[src/rtl/grid_lsq_arbiter.sv]
// Shared load/store arbiter: buffers one request per PR slot, issues one per cycle to the LSQ,
// and routes in-order load responses back via a tag FIFO. GRID_LSQ_FIXED_PRIORITY_EN selects fixed priority.
module grid_lsq_arbiter #(
    parameter int NUM_SLOTS      = 4,
    parameter int XLEN           = 32,
    parameter int LOAD_TAG_DEPTH = 8
) (
    input  logic                      clk,
    input  logic                      rst_n,
    input  logic [NUM_SLOTS*XLEN-1:0] slot_addr,
    input  logic [NUM_SLOTS*XLEN-1:0] slot_data,
    input  logic [NUM_SLOTS*3-1:0]    slot_fn3,
    input  logic [NUM_SLOTS-1:0]      slot_load,
    input  logic [NUM_SLOTS-1:0]      slot_store,
    input  logic [NUM_SLOTS-1:0]      slot_new_request,
    output logic [NUM_SLOTS-1:0]      slot_lsq_full,
    output logic [XLEN-1:0]           slot_load_data,
    output logic [NUM_SLOTS-1:0]      slot_load_complete,
    output logic [XLEN-1:0]           lsq_addr,
    output logic [XLEN-1:0]           lsq_data,
    output logic [2:0]                lsq_fn3,
    output logic                      lsq_load,
    output logic                      lsq_store,
    output logic                      lsq_new_request,
    input  logic                      lsq_full,
    input  logic [XLEN-1:0]           lsq_load_data,
    input  logic                      lsq_load_complete,
    output logic                      tag_underflow
);

    localparam int ID_W  = $clog2(NUM_SLOTS);
    localparam int PTR_W = $clog2(LOAD_TAG_DEPTH);
    localparam int CNT_W = $clog2(LOAD_TAG_DEPTH + 1);

    logic [NUM_SLOTS-1:0] hold_valid;
    logic [NUM_SLOTS-1:0] hold_load;
    logic [NUM_SLOTS-1:0] hold_store;
    logic [XLEN-1:0]      hold_addr [NUM_SLOTS];
    logic [XLEN-1:0]      hold_data [NUM_SLOTS];
    logic [2:0]           hold_fn3  [NUM_SLOTS];

    logic [NUM_SLOTS-1:0] capture;
    logic [NUM_SLOTS-1:0] eligible;
    logic                 grant_valid;
    logic [ID_W-1:0]      grant_idx;
    logic [NUM_SLOTS-1:0] grant_onehot;

    logic [ID_W-1:0]      tag_mem [LOAD_TAG_DEPTH];
    logic [PTR_W-1:0]     tag_wr_ptr;
    logic [PTR_W-1:0]     tag_rd_ptr;
    logic [CNT_W-1:0]     tag_count;
    logic                 tag_push;
    logic                 tag_pop;
    logic                 tag_room;
    logic [NUM_SLOTS-1:0] head_onehot;

    assign slot_lsq_full = hold_valid;
    assign capture       = slot_new_request & ~hold_valid;

    // A response in the same cycle frees a tag, so a load may be granted into a full FIFO.
    assign tag_pop  = lsq_load_complete && (tag_count != '0);
    assign tag_room = (tag_count != CNT_W'(LOAD_TAG_DEPTH)) || tag_pop;
    assign tag_push = grant_valid && hold_load[grant_idx];

    always_comb begin
        // NOTE: every combinational output gets a default first so no path leaves it unassigned (no latch).
        eligible = '0;
        for (int i = 0; i < NUM_SLOTS; i++) begin
            eligible[i] = hold_valid[i] && !lsq_full && (!hold_load[i] || tag_room);
        end
    end

`ifdef GRID_LSQ_FIXED_PRIORITY_EN
    always_comb begin
        grant_valid  = 1'b0;
        grant_idx    = '0;
        grant_onehot = '0;
        for (int i = NUM_SLOTS - 1; i >= 0; i--) begin
            if (eligible[i]) begin
                grant_valid = 1'b1;
                grant_idx   = ID_W'(i);
            end
        end
        if (grant_valid) grant_onehot[grant_idx] = 1'b1;
    end
`else
    logic [ID_W-1:0] rr_ptr;

    function automatic logic [ID_W-1:0] rr_slot(input logic [ID_W-1:0] base, input int off);
        int s;
        s = int'(base) + off;
        if (s >= NUM_SLOTS) s -= NUM_SLOTS;
        return ID_W'(s);
    endfunction

    always_comb begin
        grant_valid  = 1'b0;
        grant_idx    = '0;
        grant_onehot = '0;
        for (int off = 0; off < NUM_SLOTS; off++) begin
            if (!grant_valid && eligible[rr_slot(rr_ptr, off)]) begin
                grant_valid = 1'b1;
                grant_idx   = rr_slot(rr_ptr, off);
            end
        end
        if (grant_valid) grant_onehot[grant_idx] = 1'b1;
    end

    always_ff @(posedge clk or negedge rst_n) begin
        if (!rst_n) begin
            rr_ptr <= '0;
        end else if (grant_valid) begin
            rr_ptr <= (grant_idx == ID_W'(NUM_SLOTS - 1)) ? '0 : grant_idx + ID_W'(1);
        end
    end
`endif

    always_comb begin
        head_onehot = '0;
        head_onehot[tag_mem[tag_rd_ptr]] = 1'b1;
    end

    // NOTE: payload and tag storage are left unreset; valid bits and the tag count guard every read.
    always_ff @(posedge clk) begin
        for (int i = 0; i < NUM_SLOTS; i++) begin
            if (capture[i]) begin
                hold_addr[i]  <= slot_addr[i*XLEN +: XLEN];
                hold_data[i]  <= slot_data[i*XLEN +: XLEN];
                hold_fn3[i]   <= slot_fn3[i*3 +: 3];
                hold_load[i]  <= slot_load[i];
                hold_store[i] <= slot_store[i];
            end
        end
        if (tag_push) tag_mem[tag_wr_ptr] <= grant_idx;
    end

    always_ff @(posedge clk or negedge rst_n) begin
        // NOTE: sequential state uses non-blocking assignments so every register sees pre-edge values.
        if (!rst_n) begin
            hold_valid <= '0;
            tag_wr_ptr <= '0;
            tag_rd_ptr <= '0;
            tag_count  <= '0;
        end else begin
            hold_valid <= (hold_valid & ~grant_onehot) | capture;
            if (tag_push) tag_wr_ptr <= tag_wr_ptr + PTR_W'(1);
            if (tag_pop)  tag_rd_ptr <= tag_rd_ptr + PTR_W'(1);
            case ({tag_push, tag_pop})
                2'b10:   tag_count <= tag_count + CNT_W'(1);
                2'b01:   tag_count <= tag_count - CNT_W'(1);
                default: tag_count <= tag_count;
            endcase
        end
    end

    always_ff @(posedge clk or negedge rst_n) begin
        if (!rst_n) begin
            lsq_new_request    <= 1'b0;
            lsq_addr           <= '0;
            lsq_data           <= '0;
            lsq_fn3            <= '0;
            lsq_load           <= 1'b0;
            lsq_store          <= 1'b0;
            slot_load_complete <= '0;
            slot_load_data     <= '0;
            tag_underflow      <= 1'b0;
        end else begin
            lsq_new_request <= grant_valid;
            if (grant_valid) begin
                lsq_addr  <= hold_addr[grant_idx];
                lsq_data  <= hold_data[grant_idx];
                lsq_fn3   <= hold_fn3[grant_idx];
                lsq_load  <= hold_load[grant_idx];
                lsq_store <= hold_store[grant_idx];
            end
            slot_load_complete <= tag_pop ? head_onehot : '0;
            if (tag_pop) slot_load_data <= lsq_load_data;
            if (lsq_load_complete && (tag_count == '0)) tag_underflow <= 1'b1;
        end
    end

endmodule

[config.mk]
export PLATFORM = sky130hd
export DESIGN_NAME = grid_lsq_arbiter
export DESIGN_NICKNAME = d
export VERILOG_FILES = /design/src/rtl/grid_lsq_arbiter.sv
export SDC_FILE = /design/constraint.sdc
export NUM_CORES = 1
export LEC_CHECK = 0
export ABC_AREA = 1
export BUFFER_PORTS_ARGS = -buffer_cell sky130_fd_sc_hd__buf_2
export CELL_PAD_IN_SITES_DETAIL_PLACEMENT = 1
export CELL_PAD_IN_SITES_GLOBAL_PLACEMENT = 1
export CORE_UTILIZATION = 26
export DETAILED_ROUTE_END_ITERATION = 12
export PLACE_DENSITY_LB_ADDON = 0.25
export SETUP_SLACK_MARGIN = 0.1
export SLEW_MARGIN = 0
export SYNTH_ARGS = -nofsm -noshare
export SYNTH_HDL_FRONTEND = slang
export SYNTH_SLANG_ARGS = --single-unit
[constraint.sdc]
create_clock -name clk -period 5.1 [get_ports clk]
set_input_delay 0.255 -clock clk [delete_from_list [all_inputs] [get_ports clk]]
set_output_delay 0.255 -clock clk [all_outputs]
set_load 0.03 [all_outputs]
==> flow_metrics.tcl, run 1 <==
set metrics [dict create \
    status "finished clean" \
    highest_clock_frequency_the_design_can_meet_ghz 0.249 \
    die-height_um 257 \
    total_leakage_power_nw 11.0 \
    clk_transition_reported_paths_ns 0.06 \
    netlist.area_leader.share_pct 52.0 \
    cp_slowest_stage_delay_ns 0.56 \
    grt_pass1_wl_um 86800 \
    fin_skew_ns 0.0276 \
    sequential_power_share_pct 29.6 \
    power.combinational.fraction_pct 50.4 \
    startpoint_type "register" \
    detail_route.drc_violations 0 \
    timing_hold_violations_final 0 \
    cts.repair_timing.setup_buffer_count 0 \
    ctsHtreeMaxLevel 2 \
    syn2layout_area_growth_pct 45.5 \
    arrival_ns 4.49 \
    multi_input_comb_area_sq_um 3950 \
    netlist_area_sq_um 16900 \
    timing.setup.tns_ns 0 \
    worstPathMaxFanout 34 \
    grt_antenna_before_repair 11 \
    tritoncts.num_buffers 49 \
    fp-row-count 93 \
    timing_worst_setup_path_type "register to register" \
    dpl_worst_slack_ns 1.04 \
    timing.final.setup_violations 0 \
    path_cells "nor2_4 -> nand4_1 -> nand3_1 -> nand2_2 -> o21ai_4 -> nand4_1 -> nand2_4 -> clkinv_2 -> nand3_1 -> nand2_1 -> nand2_2 -> ha_1 -> xor2_1 -> ha_1 -> a21oi_1 -> a21oi_1 -> o21ai_0 -> o21a_1" \
    power_density_nw_per_um2 715 \
    io_pins 427 \
    drt_pass_1_iters 4 \
    cpLargestDelayFamily "simple AND/OR/NAND/NOR gates" \
    max_cap_violations 0 \
    worst_setup_path_end_kind "register" \
    worst_r2r_startpoint "tag_count[1]" \
    min_cycle_time_layout_ns 4.02 \
    die-area_sq_um 65900 \
    cts_root_buffer "clkbuf_16" \
    synth.distinct_cells 32 \
    pwr-share-clk_pct 20.0 \
    sw_frac_of_total_pct 46.3 \
    gr-total-overflow 0 \
    worst_path_max_delay_cell "clkinv_2" \
    die_x_um 257 \
    dp_hpwl_um 34800 \
    syn-instance-count 1470 \
    synth_register_bits 415 \
    cell_types_occupying_the_most_area_after_synthesis "edfxtp_1, dfrtp_1, nand2_1" \
    cts_num_sinks 415 \
    wl_per_cell_um 18.3 \
    postLayoutSetupSlackWorst_ns 1.08 \
    drv_slew 0 \
    clkLatencyLatePin_ns 0.60 \
    fin_hold_ws_ns 0.243 \
    final_antenna_net_count 0 \
    vias_per_inst 4.29 \
    clockBufferDepth 3 \
    synth_sequential_area_ratio_pct 70.2 \
    worst_max_slew_pin_slew_ns 1.25 \
    avgSynthCellArea_sq_um 11.5 \
    first_global_vias 14700 \
    fill_cells 7138 \
    via_count 13400 \
    worstRegToRegCells 18 \
    critical_path.n_buffers_inverters 1 \
    net-switching-power_w 0.00814 \
    cts_tree "built" \
    drive_above_1_share_pct 24.4 \
    wirelength_um 57000 \
    regArea_sq_um 11800 \
    internal-power_w 0.00943 \
    r2r_setup_slack_ns 1.08 \
    holdCritPathClass "primary input to asynchronous set/reset pin" \
    gr-usage-all-layers_pct 17.2 \
    yosys_warnings 0 \
    synth.largest_area_cell "edfxtp_1" \
    setup_repair_after_global_routing_missed_its_margin "false" \
    timing.max_slew.rel_slack_pct 16.4 \
    floorplan_core_area_sq_um 64200 \
    buffer_ports.inserted 426 \
    routabilityCongestion 0.782 \
    grt_max_degree 142 \
    required_ns 5.58 \
    initial_core_util_pct 26.3 \
    vdd.ir_drop.worst_uv 891 \
    net_count_of_the_mapped_netlist 1795 \
    drt_iter0_markers 669 \
    worst_r2r_endpoint "tag_count[2]" \
    finalCritPeriodShare_pct 78.8 \
    finish.net_count 2530 \
]
[worst register-to-register path: stages (launching register included)]
cell and delay, ns:
dfrtp_1 0.45, nor2_4 0.19, nand4_1 0.16, nand3_1 0.14
nand2_2 0.10, o21ai_4 0.22, nand4_1 0.18, nand2_4 0.15
clkinv_2 0.56, nand3_1 0.26, nand2_1 0.14, nand2_2 0.24
ha_1 0.28, xor2_1 0.23, ha_1 0.19, a21oi_1 0.05
a21oi_1 0.16, o21ai_0 0.10, o21a_1 0.11
[worst max-delay path by stage]
stage	startpoint	endpoint	slack (ns)	cells past startpoint
after floorplan	slot_lsq_full[0]	hold_addr[0][0]	1.15	1
after global routing	tag_count[1]	tag_count[2]	0.71	18
after detailed placement	tag_count[1]	tag_count[2]	1.04	18
after global placement	tag_count[1]	tag_count[2]	1.29	18
final	tag_count[1]	tag_count[2]	1.08	18
after CTS	tag_count[1]	tag_count[2]	1.02	18
[sequential cells by signal, indices dropped and copies added (netlist names), 4 cells and up]
name and count:
tag_mem 16, slot_load_complete 4, hold_addr 128, hold_fn3 12, hold_data 128, tag_count 4, slot_lsq_full 4, hold_load 4
hold_store 4, slot_load_data 32, lsq_addr 32, lsq_data 32
[cells in the mapped netlist (all sizes together)]
library cell,number
a21oi,6
buf,53
clkbuf,18
clkinv,2
dfrtp,123
edfxtp,292
ha,9
inv,168
nand2,558
nand3,30
nand4,10
nor2,32
o211ai,136
o21a,1
o21ai,16
o21bai,1
o22ai,4
or2,3
xnor2,3
xor2,5
[kinds of logic after synthesis]
family / Yosys count / share of synthesized area, %
buf+inv: 241 / 6.62
fa+ha+maj: 9 / 0.667
flops: 415 / 70.2
xor+xnor: 8 / 0.460
simple gates: 633 / 14.7
compound gates: 164 / 7.30
[cell type report]
class,count,area share [%]
well taps,855,4.36
inverters,170,2.60
clock buffers,67,5.64
clock inverters,25,0.917
diodes,11,0.112
multi-input cells,814,16.1
flip-flops and latches,415,48.2
repair buffers,755,22.0
[power by group through the flow]
stage | Clock [W] | Sequential, W | Combinational, W
2_1_floorplan | 0 | 0.00593 | 0.00590
3_3_place_gp | 0 | 0.00524 | 0.00857
3_5_place_dp | 0 | 0.00527 | 0.00881
4_1_cts | 0.00363 | 0.00521 | 0.00902
5_1_grt | 0.00375 | 0.00531 | 0.00999
6_report | 0.00351 | 0.00520 | 0.00885
[through the flow]
step | instance area [sq um] | utilization [%] | total power (W) | instances
after floorplan | 16900 | - | 0.0118 | 1470
after global placement | 19800 | 30.8 | 0.0138 | 2698
after detailed placement | 19800 | 30.8 | 0.0141 | 2698
after CTS | 24500 | 38.2 | 0.0179 | 3101
after global routing | 24600 | 38.2 | 0.0190 | 3110
final | 24600 | 38.2 | 0.0176 | 3112
[repair_timing]
| item | in CTS | in global routing |
|---|---|---|
| resized for setup | 0 | 0 |
| hold endpoints to repair | 376 | 0 |
| setup endpoints to repair | 0 | 0 |
| hold buffers | 311 | 0 |
[cell usage in the layout (no fill, tap or decap), drive strengths merged]
cell type | netlist | layout
xnor2 | 3 | 3
o22ai | 4 | 4
diode | 0 | 11
nor2 | 32 | 32
nand3 | 30 | 30
a21oi | 6 | 6
xor2 | 5 | 5
ha | 9 | 9
bufinv | 0 | 3
dfrtp | 123 | 123
clkbuf | 18 | 67
inv | 168 | 170
nand4 | 10 | 10
nand2 | 558 | 558
clkinvlp | 0 | 2
dlygate4sd3 | 0 | 311
o211ai | 136 | 136
buf | 53 | 444
or2 | 3 | 3
edfxtp | 292 | 292
o21bai | 1 | 1
o21a | 1 | 1
clkinv | 2 | 20
o21ai | 16 | 16
[metal layers]
layer / wire [um] / vias to the layer above / track usage (%)
met5: 20 / - / 0
met4: 1650 / 4 / 5.65
met3: 3260 / 104 / 4.04
met2: 28700 / 365 / 30.3
met1: 23300 / 6493 / 20.5
li1: - / 6395 / -
Note: power is estimated with default switching activity, not from simulation.
==> inputs of run 2 (changes only) <==
Settings changed: ABC_AREA 1 to 0.
Clock period 5.1 ns to 3.5 ns, I/O delays scaled along.
==> flow_metrics.tcl, run 2 <==
set metrics [dict create \
    top_regs "hold_addr: 128 flops, hold_data: 128 flops" \
    yosys.area_share.simple_pct 9.08 \
    grt_max_degree 79 \
    cts.repair_timing.setup_buffer_count 0 \
    first_global_vias 12100 \
    die_x_um 246 \
    cell_types_occupying_the_most_area_after_synthesis "edfxtp_1, dfrtp_1, mux4_2" \
    syn2layout_area_growth_pct 51.4 \
    number_of_flops_mapped_to_enable_cells_by_yosys 292 \
    drt_pass_1_iters 4 \
    ctsHtreeMaxLevel 2 \
    gr-usage-all-layers_pct 16.3 \
    fin_util_pct 39.8 \
    initial_core_util_pct 26.3 \
    wl_per_cell_um 19.7 \
    avgSynthCellArea_sq_um 16.6 \
    gr-total-overflow 0 \
    dp_hpwl_um 29200 \
    fill_cells 6160 \
    netlist_area_sq_um 15500 \
    netlist.area_leader.share_pct 56.5 \
    mux_contribution_to_synthesized_area_pct 11.0 \
    highest_clock_frequency_the_design_can_meet_ghz 0.307 \
    grt_antenna_before_repair 6 \
    vias_per_inst 4.27 \
    drv_slew 0 \
    placed_cell_area_sq_um 18800 \
    power_density_nw_per_um2 777 \
    worstPathMaxFanout 6 \
    synth_register_bits 415 \
    timing_hold_violations_final 0 \
    finish.net_count 2032 \
    syn-instance-count 932 \
    status "finished clean" \
    stdcell_area_sq_um 23500 \
    floorplan_core_area_sq_um 59000 \
    setup_repair_after_global_routing_missed_its_margin "true" \
    grt_pass1_wl_um 73600 \
    r2r_setup_slack_ns 0.24 \
    detail_route.drc_violations 0 \
    cts_tree "built" \
    timing.setup.tns_ns 0 \
    min_cycle_time_layout_ns 3.26 \
    clkLatencyLatePin_ns 0.58 \
    synth_top_family_by_area "multiplexers" \
    die-area_sq_um 60600 \
    final_common_cell "buf_2" \
    final_antenna_net_count 0 \
    tritoncts.num_buffers 48 \
    buffer_ports.inserted 426 \
    timing.final.setup_violations 0 \
    synth.distinct_cells 40 \
    drt_iter0_markers 482 \
    cts_num_sinks 415 \
    timing.max_slew.rel_slack_pct 33.5 \
    cts_root_buffer "clkbuf_16" \
    postSynth.topFlopCell "edfxtp_1" \
    postLayoutSetupSlackWorst_ns 0.242 \
    wirelength_um 49700 \
    dpl_worst_slack_ns 0.0882 \
    worst_max_slew_pin_slew_ns 0.997 \
    yosys_warnings 0 \
    die-height_um 246 \
    fp-row-count 89 \
    worst_setup_path_end_kind "register" \
    io_pins 427 \
    max_cap_violations 0 \
    arrival_ns 3.76 \
    drive_above_1_share_pct 35.3 \
    clockBufferDepth 3 \
    routabilityCongestion 0.746 \
    finalCritPeriodShare_pct 93.1 \
    total_leakage_power_nw 9.74 \
    synth_compound_area_share_pct 1.12 \
    fin_skew_ns 0.0205 \
    startpoint_type "register" \
    clk_transition_reported_paths_ns 0.06 \
    post_synth_xor_area_fraction_pct 0.508 \
    synth.largest_area_cell "edfxtp_1" \
    net_count_of_the_mapped_netlist 1257 \
    asyncSetResetFlopFracSynth_pct 29.6 \
    required_ns 4.00 \
    timing_worst_setup_path_type "register to register" \
    synth_most_common_cell "nand2_1" \
    adder_cell_share_of_the_synthesized_area_pct 0.726 \
    synth_sequential_area_ratio_pct 76.4 \
    vdd.ir_drop.worst_uv 613 \
    synth.top_cells.by_count "nand2_1, edfxtp_1, dfrtp_1" \
    layout.cells.most_common_list "buf_2, nand2_1, dlygate4sd3_1" \
    via_count 10800 \
    holdCritPathClass "primary input to asynchronous set/reset pin" \
]
==> run 2: cell count changes in the layout (fill, tap and decap cells not counted), sizes merged, moves of 5 or more <==
cell	before	now
a211oi	0	5
buf	444	449
diode	11	3
inv	170	8
mux4	0	73
nand2	558	315
nand2b	0	5
nand3	30	2
nand4	10	0
nor2	32	15
o211ai	136	0
o21ai	16	0
==> run 2: critical path: stages, from the launching register on <==
cell,delay [ns]
dfrtp_1,0.46
nor3b_2,0.21
a311oi_2,0.31
buf_4,0.19
a21o_1,0.16
o221ai_4,0.14
mux4_2,0.42
nand2_2,0.08
ha_1,0.24
or4bb_1,0.50
a211oi_1,0.31
xor2_1,0.17
==> run 2: kinds of logic (layout without fill, tap and decap cells) <==
logic type,count (synthesis),count (layout)
flops,415,415
simple gates,353,353
mux,79,79
buf+inv,45,859
compound gates,22,22
fa+ha+maj,9,9
xor+xnor,9,9
other cells,0,3
==> run 2: metrics by stage <==
step / total power (W) / hold slack [ns] / std cells
after detailed placement: 0.0133 / 0.192 / 2116
final: 0.0182 / 0.142 / 2522
after global placement: 0.0132 / 0.194 / 2116
after floorplan: 0.0111 / -0.121 / 932
after CTS: 0.0186 / 0.138 / 2519
after global routing: 0.0193 / 0.169 / 2522
==> run 2: final timing paths <==
kind,from,to,cells after the start
min in group clk,slot_data[12],hold_data[0][12],2
hold reg to reg,lsq_data[26],lsq_data[26],2
setup / recovery,tag_count[3],tag_count[3],11
setup reg to reg,tag_count[3],tag_count[3],11
max in group asynchronous,rst_n,tag_count[0],3
hold / removal,rst_n,lsq_addr[24],2
==> run 2: cell type report <==
type / instances / area (sq um) / share of cell area [%]
diodes: 3 / 7.51 / 0.0320
clock buffers: 67 / 1320 / 5.63
clock inverters: 22 / 206 / 0.879
inverters: 7 / 27.5 / 0.117
multi-input cells: 472 / 3580 / 15.2
flip-flops and latches: 415 / 11800 / 50.5
well taps: 773 / 967 / 4.12
repair buffers: 763 / 5520 / 23.5
==> run 2: what timing repair did <==
| action | CTS | global route |
|---|---|---|
| cloned | 0 | 0 |
| endpoints found under the hold margin | 358 | 0 |
| gates resized for setup | 2 | 4 |
| hold buffers | 314 | 0 |
| endpoints found under the setup margin | 6 | 5 |
==> run 2: power by group <==
| part | internal [W] | switching (W) | total [W] |
|---|---|---|---|
| clock network | 0.00287 | 0.00206 | 0.00493 |
| registers | 0.00654 | 0.000564 | 0.00711 |
| logic | 0.00242 | 0.00379 | 0.00621 |
| total | 0.0118 | 0.00642 | 0.0182 |
==> run 2: per-layer routing <==
metal | vias to the layer above | GRT usage (%) | share of wire (%)
li1 | 4950 | - | -
met1 | 5410 | 19.5 | 41
met2 | 328 | 28.4 | 50
met3 | 70 | 4.43 | 6.4
met4 | 6 | 4.84 | 2.1
met5 | - | 0 | 0.062
==> inputs of run 3 (changes only) <==
Settings changed: CORE_MARGIN set to 2.
==> flow_metrics.tcl, run 3 (same netlist as run 2, synthesis figures left out) <==
set metrics [dict create \
    buffer_ports.inserted 426 \
    ctsHtreeMaxLevel 2 \
    syn2layout_area_growth_pct 52.1 \
    vias_per_inst 4.28 \
    clk_transition_reported_paths_ns 0.06 \
    floorplan_core_area_sq_um 59000 \
    worstPathMaxFanout 5 \
    top_layer_used "met5" \
    arrival_ns 3.70 \
    worst_max_slew_pin_slew_ns 1.02 \
    timing_worst_setup_path_type "register to register" \
    timing.setup.tns_ns 0 \
    max_cap_violations 0 \
    grt_max_degree 73 \
    setup_repair_after_global_routing_missed_its_margin "false" \
    timing.max_slew.rel_slack_pct 31.9 \
    io_pins 427 \
    die_x_um 248 \
    wirelength_um 49400 \
    final_antenna_net_count 0 \
    placed_instances 2116 \
    gr-usage-all-layers_pct 16.0 \
    crit_start "tag_count[2]" \
    wl_per_cell_um 19.6 \
    tritoncts.num_buffers 48 \
    grt_pass1_wl_um 73700 \
    vdd.ir_drop.worst_uv 560 \
    gr-total-overflow 0 \
    highest_clock_frequency_the_design_can_meet_ghz 0.306 \
    cts_root_buffer "clkbuf_16" \
    final_cells 2524 \
    die-height_um 248 \
    layout.cells.most_common_list "buf_2, nand2_1, dlygate4sd3_1" \
    drv_slew 0 \
    detail_route.drc_violations 0 \
    drt_iter0_markers 444 \
    grt_antenna_before_repair 4 \
    critPathCapture "tag_count[2]" \
    fin_hold_ws_ns 0.150 \
    drive_above_1_share_pct 35.0 \
    dp_hpwl_um 29300 \
    fin_util_pct 40.0 \
    route.layer.met1.wl_um 19500 \
    clockBufferDepth 3 \
    worst_r2r_startpoint "tag_count[2]" \
    initial_core_util_pct 26.3 \
    startpoint_type "register" \
    fill_cells 6173 \
    routabilityCongestion 0.726 \
    power_density_nw_per_um2 785 \
    drt_pass_1_iters 4 \
    total_leakage_power_nw 9.78 \
    route.met3.wl_um 3290 \
    worstRegToRegCells 13 \
    top_regs "hold_addr: 128 flops, hold_data: 128 flops" \
    finish.net_count 2034 \
    timing_hold_violations_final 0 \
    route.met2.wl_um 25500 \
    via_count 10800 \
    worst_r2r_endpoint "tag_count[2]" \
    required_ns 3.93 \
    status "finished clean" \
    holdCritPathClass "primary input to asynchronous set/reset pin" \
    die-area_sq_um 61600 \
    worst_setup_path_end_kind "register" \
    min_cycle_time_layout_ns 3.27 \
    r2r_setup_slack_ns 0.23 \
    cts_tree "built" \
    timing.final.setup_violations 0 \
    final_common_cell "buf_2" \
    fp-row-count 89 \
    finalCritPeriodShare_pct 93.5 \
    fin_skew_ns 0.0319 \
    clkLatencyLatePin_ns 0.58 \
    cts_num_sinks 415 \
    first_global_vias 12500 \
]
## run 3: changes by cell type in the layout (fill, tap and decap cells not counted), moves of 2 or more
cell,change
clkinv_2,-9
clkinv_1,+7
buf_4,+6
bufinv_16,+3
a311oi_2,-2
a311oi_4,+2
buf_12,-2
buf_6,-2
clkbuf_16,+2
inv_6,-2
## run 3: stage by stage
step                setup WS (ns)  instance area, sq um  total power, W
finish                      0.228                 23600          0.0185
floorplan                   0.329                 15500          0.0111
CTS                         0.108                 23500          0.0188
global route               0.0585                 23600          0.0196
detailed placement         0.0579                 18700          0.0133
global placement            0.162                 18700          0.0132
## run 3: layout make-up
cell class | count | area (sq um) | share of cell area (%)
antenna | 2 | 5.00 | 0.0212
clock buffer | 69 | 1360 | 5.78
multi-input combinational | 472 | 3610 | 15.3
inverter | 7 | 27.5 | 0.117
timing repair buffer | 765 | 5510 | 23.3
clock inverter | 21 | 260 | 1.10
tap | 773 | 967 | 4.10
sequential | 415 | 11800 | 50.2
## run 3: worst min-delay path by stage
stage                         to  slack, ns
global placement    lsq_addr[20]       0.21
CTS                 lsq_addr[20]       0.15
floorplan            lsq_addr[0]      -0.12
detailed placement  lsq_addr[20]       0.22
finish              lsq_addr[20]       0.15
global route        lsq_addr[20]       0.18
## run 3: power by group
| part | leakage (nW) | switching (W) | internal [W] |
|---|---|---|---|
| registers | 4.15 | 0.000548 | 0.00654 |
| logic | 4.85 | 0.00382 | 0.00245 |
| clock network | 0.782 | 0.00202 | 0.00314 |
| total | 9.78 | 0.00639 | 0.0121 |
## run 3: worst max-delay path, cell delays in order (launching register included)
cell	delay [ns]
dfrtp_1	0.43
and4bb_2	0.29
a21oi_2	0.22
mux2i_1	0.16
o221ai_4	0.25
mux4_2	0.59
nand2_2	0.12
ha_2	0.23
xor2_1	0.09
ha_1	0.19
a21oi_1	0.18
xor2_1	0.18
nor2_1	0.08
xor2_1	0.14
## run 3: layer usage
metal  up-vias  track usage (%)
met5         -                0
met4         4             4.62
met3        74             4.66
met2       349             28.8
met1      5427             18.4
li1       4947                -
## run 3: repair_timing
action	4_1_cts	5_1_grt
hold buffers	314	0
buffers inserted	0	2
resized for setup	2	7
setup endpoints to repair	2	2
pin swaps	1	1
endpoints found under the hold margin	364	0
